`config.mk`:
```
export PLATFORM = sky130hd
export DESIGN_NAME = pattern_scan
export DESIGN_NICKNAME = d
export VERILOG_FILES = /design/src/rtl/pattern_scan_pkg.sv /design/src/rtl/pattern_window_match.sv /design/src/rtl/pattern_scan.sv
export SDC_FILE = /design/constraint.sdc
export NUM_CORES = 1
export LEC_CHECK = 0
export BUFFER_PORTS_ARGS = -buffer_cell sky130_fd_sc_hd__buf_2
export CAP_MARGIN = 20
export CORE_ASPECT_RATIO = 1.75
export CORE_MARGIN = 5
export CORE_UTILIZATION = 50
export DETAILED_ROUTE_END_ITERATION = 6
export PLACE_DENSITY = 0.69
export SETUP_SLACK_MARGIN = 0.1
export SYNTH_ARGS = -nofsm -noshare
export SYNTH_HDL_FRONTEND = slang
export SYNTH_HIERARCHICAL = 1
export SYNTH_SLANG_ARGS = --single-unit
```
`constraint.sdc`:
```
create_clock -name clk -period 5.6 [get_ports clk]
set_clock_uncertainty 0.1 [all_clocks]
set_input_delay 1.12 -clock clk [delete_from_list [all_inputs] [get_ports clk]]
set_output_delay 1.12 -clock clk [all_outputs]
set_load 0.02 [all_outputs]
```
`src/rtl/pattern_scan_pkg.sv`:
```
// Shared types and constants for the pattern scanner.
package pattern_scan_pkg;

    typedef enum logic [2:0] {
        IDLE,
        LOAD_PAT,
        SCAN,
        WR_CTB,
        WR_CTO,
        WR_CTS,
        DONE
    } state_t;

    localparam int PAT_ADDR_DEF = 32;
    localparam int RES_ADDR_DEF = 33;
    localparam int CNT_W        = 8;

endpackage

```
`src/rtl/pattern_window_match.sv`:
```
// Counts 5-bit pattern hits for one message byte: four in-byte windows and,
// unless this is the first byte, four windows straddling the previous byte's low nibble.
module pattern_window_match (
    input  logic [4:0] pat,
    input  logic [3:0] prev_nib,
    input  logic [7:0] cur,
    input  logic       first,
    output logic [2:0] in_cnt,
    output logic       any_hit,
    output logic [2:0] cross_cnt
);

    logic [11:0] s;

    // s[j +: 5] for j=0..3 lies inside cur; j=4..7 straddles prev_nib and cur.
    always_comb begin
        s         = {prev_nib, cur};
        in_cnt    = '0;
        cross_cnt = '0;
        for (int j = 0; j < 4; j++) begin
            if (s[j +: 5] == pat) in_cnt = in_cnt + 3'd1;
            if (!first && (s[j + 4 +: 5] == pat)) cross_cnt = cross_cnt + 3'd1;
        end
    end

    assign any_hit = (in_cnt != 3'd0);

endmodule

```
`src/rtl/pattern_scan.sv`:
```
// Memory-mastered pattern scanner: loads pattern + NUM_BYTES message bytes, writes ctb/cto/cts, raises done.
// Define PATSCAN_SYNC_RD_EN for a one-cycle-latency memory read (adds one cycle of latency).
module pattern_scan
    import pattern_scan_pkg::*;
#(
    parameter int NUM_BYTES = 32,
    parameter int PAT_ADDR  = PAT_ADDR_DEF,
    parameter int RES_ADDR  = RES_ADDR_DEF
) (
    input  logic       clk,
    input  logic       reset,
    input  logic       start,
    output logic       done,
    output logic [7:0] mem_addr,
    input  logic [7:0] mem_rd_data,
    output logic       mem_wr_en,
    output logic [7:0] mem_wr_data
);

    localparam logic [7:0] LAST_IDX = 8'(NUM_BYTES - 1);

    state_t           state_q, state_d;
    logic [4:0]       pat_q, pat_d;
    logic [3:0]       prev_q, prev_d;
    logic [7:0]       idx_q, idx_d;
    logic [CNT_W-1:0] ctb_q, ctb_d, cto_q, cto_d, cts_q, cts_d;
    logic             done_q, done_d;
    logic             take;
    logic [2:0]       in_cnt, cross_cnt;
    logic             any_hit;
`ifdef PATSCAN_SYNC_RD_EN
    logic             ld_ph_q, ld_ph_d, vld_q, vld_d;
`endif

    pattern_window_match u_match (
        .pat       (pat_q),
        .prev_nib  (prev_q),
        .cur       (mem_rd_data),
        .first     (idx_q == 8'd0),
        .in_cnt    (in_cnt),
        .any_hit   (any_hit),
        .cross_cnt (cross_cnt)
    );

    assign done = done_q;

    always_comb begin
        state_d     = state_q;
        pat_d       = pat_q;
        prev_d      = prev_q;
        idx_d       = idx_q;
        ctb_d       = ctb_q;
        cto_d       = cto_q;
        cts_d       = cts_q;
        done_d      = 1'b0;
        take        = 1'b0;
        mem_addr    = 8'd0;
        mem_wr_en   = 1'b0;
        mem_wr_data = 8'd0;
`ifdef PATSCAN_SYNC_RD_EN
        ld_ph_d     = ld_ph_q;
        vld_d       = 1'b0;
`endif
        case (state_q)
            IDLE, DONE: begin
                done_d = (state_q == DONE);
                if (start) begin
                    state_d = LOAD_PAT;
                    done_d  = 1'b0;
                    ctb_d   = '0;
                    cto_d   = '0;
                    cts_d   = '0;
                    prev_d  = '0;
                    idx_d   = '0;
`ifdef PATSCAN_SYNC_RD_EN
                    ld_ph_d = 1'b0;
`endif
                end
            end
            LOAD_PAT: begin
`ifdef PATSCAN_SYNC_RD_EN
                // Second phase captures the pattern and already issues byte 0.
                if (!ld_ph_q) begin
                    mem_addr = 8'(PAT_ADDR);
                    ld_ph_d  = 1'b1;
                end else begin
                    mem_addr = 8'd0;
                    pat_d    = mem_rd_data[7:3];
                    vld_d    = 1'b1;
                    idx_d    = '0;
                    state_d  = SCAN;
                end
`else
                mem_addr = 8'(PAT_ADDR);
                pat_d    = mem_rd_data[7:3];
                idx_d    = '0;
                state_d  = SCAN;
`endif
            end
            SCAN: begin
`ifdef PATSCAN_SYNC_RD_EN
                mem_addr = idx_q + 8'd1;
                vld_d    = (idx_q != LAST_IDX);
                take     = vld_q;
`else
                mem_addr = idx_q;
                take     = 1'b1;
`endif
                if (take) begin
                    ctb_d  = ctb_q + CNT_W'(in_cnt);
                    cto_d  = cto_q + CNT_W'(any_hit);
                    cts_d  = cts_q + CNT_W'(in_cnt) + CNT_W'(cross_cnt);
                    prev_d = mem_rd_data[3:0];
                    if (idx_q == LAST_IDX) state_d = WR_CTB;
                    else                   idx_d   = idx_q + 8'd1;
                end
            end
            WR_CTB: begin
                mem_addr    = 8'(RES_ADDR);
                mem_wr_en   = 1'b1;
                mem_wr_data = ctb_q;
                state_d     = WR_CTO;
            end
            WR_CTO: begin
                mem_addr    = 8'(RES_ADDR + 1);
                mem_wr_en   = 1'b1;
                mem_wr_data = cto_q;
                state_d     = WR_CTS;
            end
            WR_CTS: begin
                mem_addr    = 8'(RES_ADDR + 2);
                mem_wr_en   = 1'b1;
                mem_wr_data = cts_q;
                state_d     = DONE;
            end
            default: state_d = IDLE;
        endcase
    end

    always_ff @(posedge clk or negedge reset) begin
        if (!reset) begin
            state_q <= IDLE;
            pat_q   <= '0;
            prev_q  <= '0;
            idx_q   <= '0;
            ctb_q   <= '0;
            cto_q   <= '0;
            cts_q   <= '0;
            done_q  <= 1'b0;
`ifdef PATSCAN_SYNC_RD_EN
            ld_ph_q <= 1'b0;
            vld_q   <= 1'b0;
`endif
        end else begin
            state_q <= state_d;
            pat_q   <= pat_d;
            prev_q  <= prev_d;
            idx_q   <= idx_d;
            ctb_q   <= ctb_d;
            cto_q   <= cto_d;
            cts_q   <= cts_d;
            done_q  <= done_d;
`ifdef PATSCAN_SYNC_RD_EN
            ld_ph_q <= ld_ph_d;
            vld_q   <= vld_d;
`endif
        end
    end

endmodule
```
* Yosys cells after proc, flatten, opt, wreduce, memory -nomap -nowiden
Index checks and enable logic that the tools add are counted.
** Word-level totals
- Bits in registers :: 45
- Input bits :: 11
- Output and inout port bits :: 18
- Word-level logic and storage cells :: 76
** Operators by class
- $add $sub $neg :: 11
- Equal/unequal tests :: 18
- Mux-type cells :: 24
- Reduce and logical (&&, ||, !) cells :: 15
** Operator list (number)
- one-hot mux 8 bit (2 select lines) :: 3
- one-hot mux 8 bit (3 select lines) :: 2
- == test 5 bit :: 8
- one-hot mux 8 bit (5 select lines) :: 1
- adder 8 x 3 -> 8 bit :: 3
- two-way mux 3 bit :: 8
- one-hot mux 3 bit (6 select lines) :: 1
- two-way mux 8 bit :: 2
- adder 3 x 1 -> 3 bit (second input constant) :: 4
- == test 3 bit (second input constant) :: 3
- adder 8 x 1 -> 8 bit :: 1
- adder 8 x 1 -> 8 bit (second input constant) :: 1
- == test 8 x 5 -> 1 bit (second input constant) :: 1
- logical NOT 8 bit :: 1
- one-hot mux 4 bit (2 select lines) :: 1
- == test 3 x 2 -> 1 bit (second input constant) :: 2
- != test 2 bit (second input constant) :: 3
- nonzero test 3 bit :: 2
- two-way mux 1 bit :: 5
- adder 1 x 1 -> 2 bit (second input constant) :: 2
- logical AND 1 bit :: 4
- two-way mux 4 bit :: 1
- AND reduction 2 bit :: 2
- == test 3 x 1 -> 1 bit (second input constant) :: 1
- 6 further kinds :: 6

* Logic depth before layout (Yosys ltp)
- Word-level depth :: 12
- Mapped depth :: 19
- Mapped depth without buffers :: 19

* Cells and area by module
The synthesis kept the hierarchy.
** Modules (own cells, without submodules)
- pattern_scan :: times used 1, cells each 272, area an instance 2620.0 sq um, seq. area each 1126.1 sq um
- pattern_window_match :: times used 1, cells each 105, area an instance 823.3 sq um, seq. area each 0.0 sq um

* Worst setup path after synthesis
OpenSTA, ideal clock, no wires.
- Path kind :: in2reg
- Start :: input mem_rd_data[6]
- End :: register cts_q[7]
- Library setup time :: 79 ps
- Arrival time :: 4480 ps
- Data required time :: 5421 ps
- Path slack :: 941 ps
- Stages :: 17
- Buffers on the path :: 1
- Cells stage by stage :: buf_2 -> xnor2_1 -> nand4_1 -> or3_1 -> inv_2 -> ha_1 -> xnor2_2 -> ha_1 -> mux2_1 -> fa_1 -> ha_1 -> inv_1 -> fa_1 -> inv_1 -> a21oi_1 -> nor3b_2 -> mux2i_1
** On the way
- Longest elaborated chain between the ends :: 11
- Elaborated cells between the ends (all ways) :: 21
- Those cells by class :: add/sub (6); eq/ne (5); mux (7); reduce/logical (3)
** Ends and longest elaborated chain
- start, declared :: RTL line pattern_scan.sv:15 : input logic [7:0] mem_rd_data,
- == test 5 bit :: RTL line pattern_window_match.sv:22 : if (!first && (s[j + 4 +: 5] == pat)) cross_cnt = cross_cnt + 3'd1;
- logical AND 1 bit :: RTL line pattern_window_match.sv:22
- two-way mux 1 bit :: RTL line pattern_window_match.sv:22
- adder 1 x 1 -> 2 bit :: RTL line pattern_window_match.sv:22
- two-way mux 3 bit :: RTL line pattern_window_match.sv:22
- adder 3 x 1 -> 3 bit :: RTL line pattern_window_match.sv:22
- two-way mux 3 bit (*) :: RTL line pattern_window_match.sv:22
- adder 3 x 1 -> 3 bit :: RTL line pattern_window_match.sv:22
- two-way mux 3 bit (*) :: RTL line pattern_window_match.sv:22
- net cross_cnt[1] :: RTL line pattern_scan.sv:29 : logic [2:0] in_cnt, cross_cnt;
- adder 8 x 3 -> 8 bit (*) :: RTL line pattern_scan.sv:112 : cts_d = cts_q + CNT_W'(in_cnt) + CNT_W'(cross_cnt);
- one-hot mux 8 bit (2 select lines) (*) :: RTL line pattern_scan.sv:64 : case (state_q)
- end signal, assigned :: RTL line pattern_scan.sv:161 : cts_q <= cts_d;
- end, declared :: RTL line pattern_scan.sv:26 : logic [CNT_W-1:0] ctb_q, ctb_d, cto_q, cto_d, cts_q, cts_d;
The timed path passes the listed nets; every way through them passes the cells marked *.
A chain may end at the register's enable or synchronous reset.

* Final worst setup path
- Start :: input mem_rd_data[3]
- End :: register cts_q[7]
** On the way
- Longest elaborated chain between the ends :: 11
- Elaborated cells between the ends (all ways) :: 14
- Those cells by class :: add/sub (5); eq/ne (4); mux (5)
** Ends and longest elaborated chain
- == test 5 bit :: RTL line pattern_window_match.sv:21 : if (s[j +: 5] == pat) in_cnt = in_cnt + 3'd1;
- two-way mux 1 bit :: RTL line pattern_window_match.sv:21
- adder 1 x 1 -> 2 bit :: RTL line pattern_window_match.sv:21
- two-way mux 3 bit :: RTL line pattern_window_match.sv:21
- adder 3 x 1 -> 3 bit :: RTL line pattern_window_match.sv:21
- two-way mux 3 bit :: RTL line pattern_window_match.sv:21
- adder 3 x 1 -> 3 bit :: RTL line pattern_window_match.sv:21
- two-way mux 3 bit (*) :: RTL line pattern_window_match.sv:21
- net in_cnt[1] :: RTL line pattern_scan.sv:29
- adder 8 x 3 -> 8 bit (*) (2 in series) :: RTL line pattern_scan.sv:112
- one-hot mux 8 bit (2 select lines) (*) :: RTL line pattern_scan.sv:64
Marked as above.

==> results.json <==
{
  "clockRootBuffer": "clkbuf_16",
  "grt_overflow_total": 0,
  "cts_resized": 0,
  "synthMuxAreaShare_pct": 5.01,
  "yosys.area.top_type_share_pct": 32.7,
  "crit_path_start_kind": "primary input",
  "start_util_pct": 50.6,
  "period_minus_slack_ns": 4.66,
  "dieArea_um2": 8710,
  "synth-simple-area-share_pct": 19.8,
  "ir_drop_uv": 195,
  "hold_viol_final": 0,
  "synth_adder_area_share_pct": 8.72,
  "finalCritPeriodShare_pct": 83.2,
  "hold_slack_ns": 0.376,
  "cts_buffer_depth": 2,
  "postCtsSetupRepairBufs": 0,
  "dr_total_vias": 2760,
  "drtIter0Drc": 126,
  "io_pins": 29,
  "maxSlewViolCount": 0,
  "viasPerCell": 5.80,
  "rows": 40,
  "cts.hold.buffers_added": 0,
  "clk_pin_slew_worst_paths_ns": 0.06,
  "dp.cells": 467,
  "chipHeight_um": 120,
  "first_pass_iters": 4,
  "yosys_most_used_dff": "dfrtp_1",
  "fmax_mhz": 215,
  "power_density_nw_per_um2": 246,
  "insertion_delay_ns": 0.29,
  "area_growth_pct": 8.21,
  "drtAntennaViolNets": 0,
  "syn_area_um2": 3440,
  "cts.sinks": 45,
  "syn_inst": 377,
  "seq_area_frac_synth_pct": 32.7,
  "fin_ws_ns": 0.942,
  "grt_pass1_wl_mm": 13.4,
  "wl_met2_mm": 4.13,
  "final_cells": 476,
  "relSlewSlack_pct": 54.4,
  "grt_max_degree": 46,
  "synth.largest_area_cell": "dfrtp_1",
  "max_slew.worst_pin.slew_ns": 0.683,
  "required_ns": 5.71,
  "first_global_vias": 2854,
  "nets": 423,
  "maxCapViolCount": 0,
  "place.gp.congestion": 0.840,
  "syn_avg_cell_area_um2": 9.13,
  "dr.max_layer_used": "met4",
  "ys_types": 57,
  "rsz0062_at_grt": "false",
  "crit_fanout": 6,
  "h-tree-depth": 2,
  "status": "finished clean",
  "setup-violations-final": 0,
  "wl_per_cell_um": 16.3,
  "wl_met3_um": 233,
  "synthXorXnorAreaFrac_pct": 12.9,
  "worstSetupPathType": "in2reg",
  "worstPathArrival_ns": 4.77,
  "synth-edff-count": 0,
  "drive_gt1_share_pct": 14.8,
  "numCtsBuffers": 5,
  "ys_ff_latch": 45,
  "routed_wl_mm": 7.76,
  "hpwl_mm": 5.78,
  "synth_area_leaders": "dfrtp_1 33%, xnor2_1 6.6%, ha_1 5.8%",
  "cts_tree": "built",
  "final_core_util_pct": 54.7,
  "fin_tns_setup_ns": 0,
  "synthArstFlopShare_pct": 100,
  "ys_warn_count": 6,
  "syn_nets": 409,
  "synth_compound_area_share_pct": 15.1,
  "num_antenna_cells": 0,
  "drc": 0,
  "synth_top_family_by_area": "simple AND/OR/NAND/NOR gates",
  "pre_cts_slack_ns": 0.652,
  "antenna_found_initial": 0,
  "die_w_um": 72.7,
  "hold_path.class": "reg2reg",
  "grt_usage_pct": 19.6,
  "power_leakage_nw": 1.79,
  "numPortBuffers": 28,
  "drt-met1-wl_mm": 3.08,
  "crit_path_end_kind": "flip-flop",
  "coreArea_um2": 6810
}
flip-flops by register name, summed over array words and instances (netlist names):
signal / flops
prev_q: 4
state_q: 3
pat_q: 5
cto_q: 8
idx_q: 8
done: 1
cts_q: 8
ctb_q: 8
worst max-delay path: stages:
cell and delay (ns):
buf_2 0.15, xnor2_1 0.16, nand3_1 0.10, nor3_1 0.39, ha_1 0.34, inv_1 0.12, xnor2_1 0.13, ha_1 0.24
nand3_1 0.08, nand2_1 0.15, fa_1 0.55, ha_1 0.18, inv_1 0.06, fa_1 0.40, inv_1 0.07, a21oi_1 0.10
nor3b_2 0.22, mux2i_1 0.21
synthesized netlist by cell type (3+ instances only):
cell type   n
a21o_1      5
a21oi_1     9
a22o_1      3
a22oi_1     8
a31oi_1     4
and2_1      7
buf_2       9
buf_6       4
clkbuf_1    6
dfrtp_1    45
fa_1        5
ha_1       16
inv_1      14
mux2_2      6
mux2i_1     6
nand2_1    50
nand2b_1    5
nand3_1    24
nand4_1    10
nor2_1     12
nor2b_1     4
nor3_1      5
nor3_2      3
o211ai_1    7
o21ai_0    18
o31ai_1     7
xnor2_1    26
xor2_1     21
metal layers:
| metal | track usage, % | vias up |
|---|---|---|
| met5 | 0 | - |
| met4 | 10.6 | 0 |
| met1 | 22.1 | 1339 |
| met2 | 33.9 | 54 |
| li1 | - | 1344 |
| met3 | 3.44 | 23 |
cell type report:
type                    instances  area, um2
repair buffers                 31        175
clock inverters                 2       10.0
well taps                      84        105
flip-flops and latches         45       1130
inverters                      15       56.3
clock buffers                   6        129
fillers                       641       3080
multi-input cells             293       2120
per-stage QoR:
step / power (mW) / instance area [um2]
6_report: 0.918 / 3730
5_1_grt: 0.981 / 3730
4_1_cts: 0.927 / 3710
3_5_place_dp: 0.638 / 3570
3_3_place_gp: 0.632 / 3570
2_1_floorplan: 0.581 / 3440
power by group:
group	internal (mW)	leakage [nW]	switching [mW]
clock network	0.164	0.0706	0.122
logic	0.0845	1.15	0.0935
registers	0.382	0.570	0.0711
final timing paths:
check / startpoint / end / slack, ns / cells after the start
worst max-delay path: mem_rd_data[3] / cts_q[7]$_DFFE_PN0P_ / 0.94 / 18
worst min-delay path: ctb_q[7]$_DFFE_PN0P_ / ctb_q[7]$_DFFE_PN0P_ / 0.38 / 1
worst max register to register: idx_q[6]$_DFFE_PN0P_ / cts_q[7]$_DFFE_PN0P_ / 1.07 / 16
worst min register to register: ctb_q[7]$_DFFE_PN0P_ / ctb_q[7]$_DFFE_PN0P_ / 0.38 / 1
max in group asynchronous: reset / cto_q[4]$_DFFE_PN0P_ / 4.22 / 2
min in group asynchronous: reset / pat_q[4]$_DFFE_PN0P_ / 0.67 / 1
placed cells by master, fill, tap and decap left out, drive strengths merged, types with 5 or more instances in the layout:
cell | synthesis | final
nand2b | 5 | 5
xnor2 | 28 | 28
buf | 16 | 31
nand3 | 24 | 24
a21o | 5 | 5
nor3 | 8 | 8
nand2 | 50 | 50
and2 | 7 | 7
ha | 16 | 16
a21oi | 10 | 10
o211ai | 7 | 7
o21ai | 20 | 20
nand4 | 11 | 11
nor2 | 13 | 13
fa | 5 | 5
mux2i | 7 | 7
mux2 | 8 | 8
dfrtp | 45 | 45
xor2 | 21 | 21
inv | 15 | 15
a22oi | 8 | 8
o31ai | 7 | 7
clkbuf | 8 | 6
logic make-up (layout without fill, tap and decap cells):
group | Yosys count | count (layout)
AND/OR/NAND/NOR | 133 | 133
buffers and inverters | 39 | 54
XOR/XNOR | 49 | 49
flip-flops | 45 | 45
multiplexers | 15 | 15
adder cells (fa/ha/maj) | 21 | 21
AO/OA/AOI/OAI | 75 | 75
No activity file was read; power rests on OpenSTA's default activity.
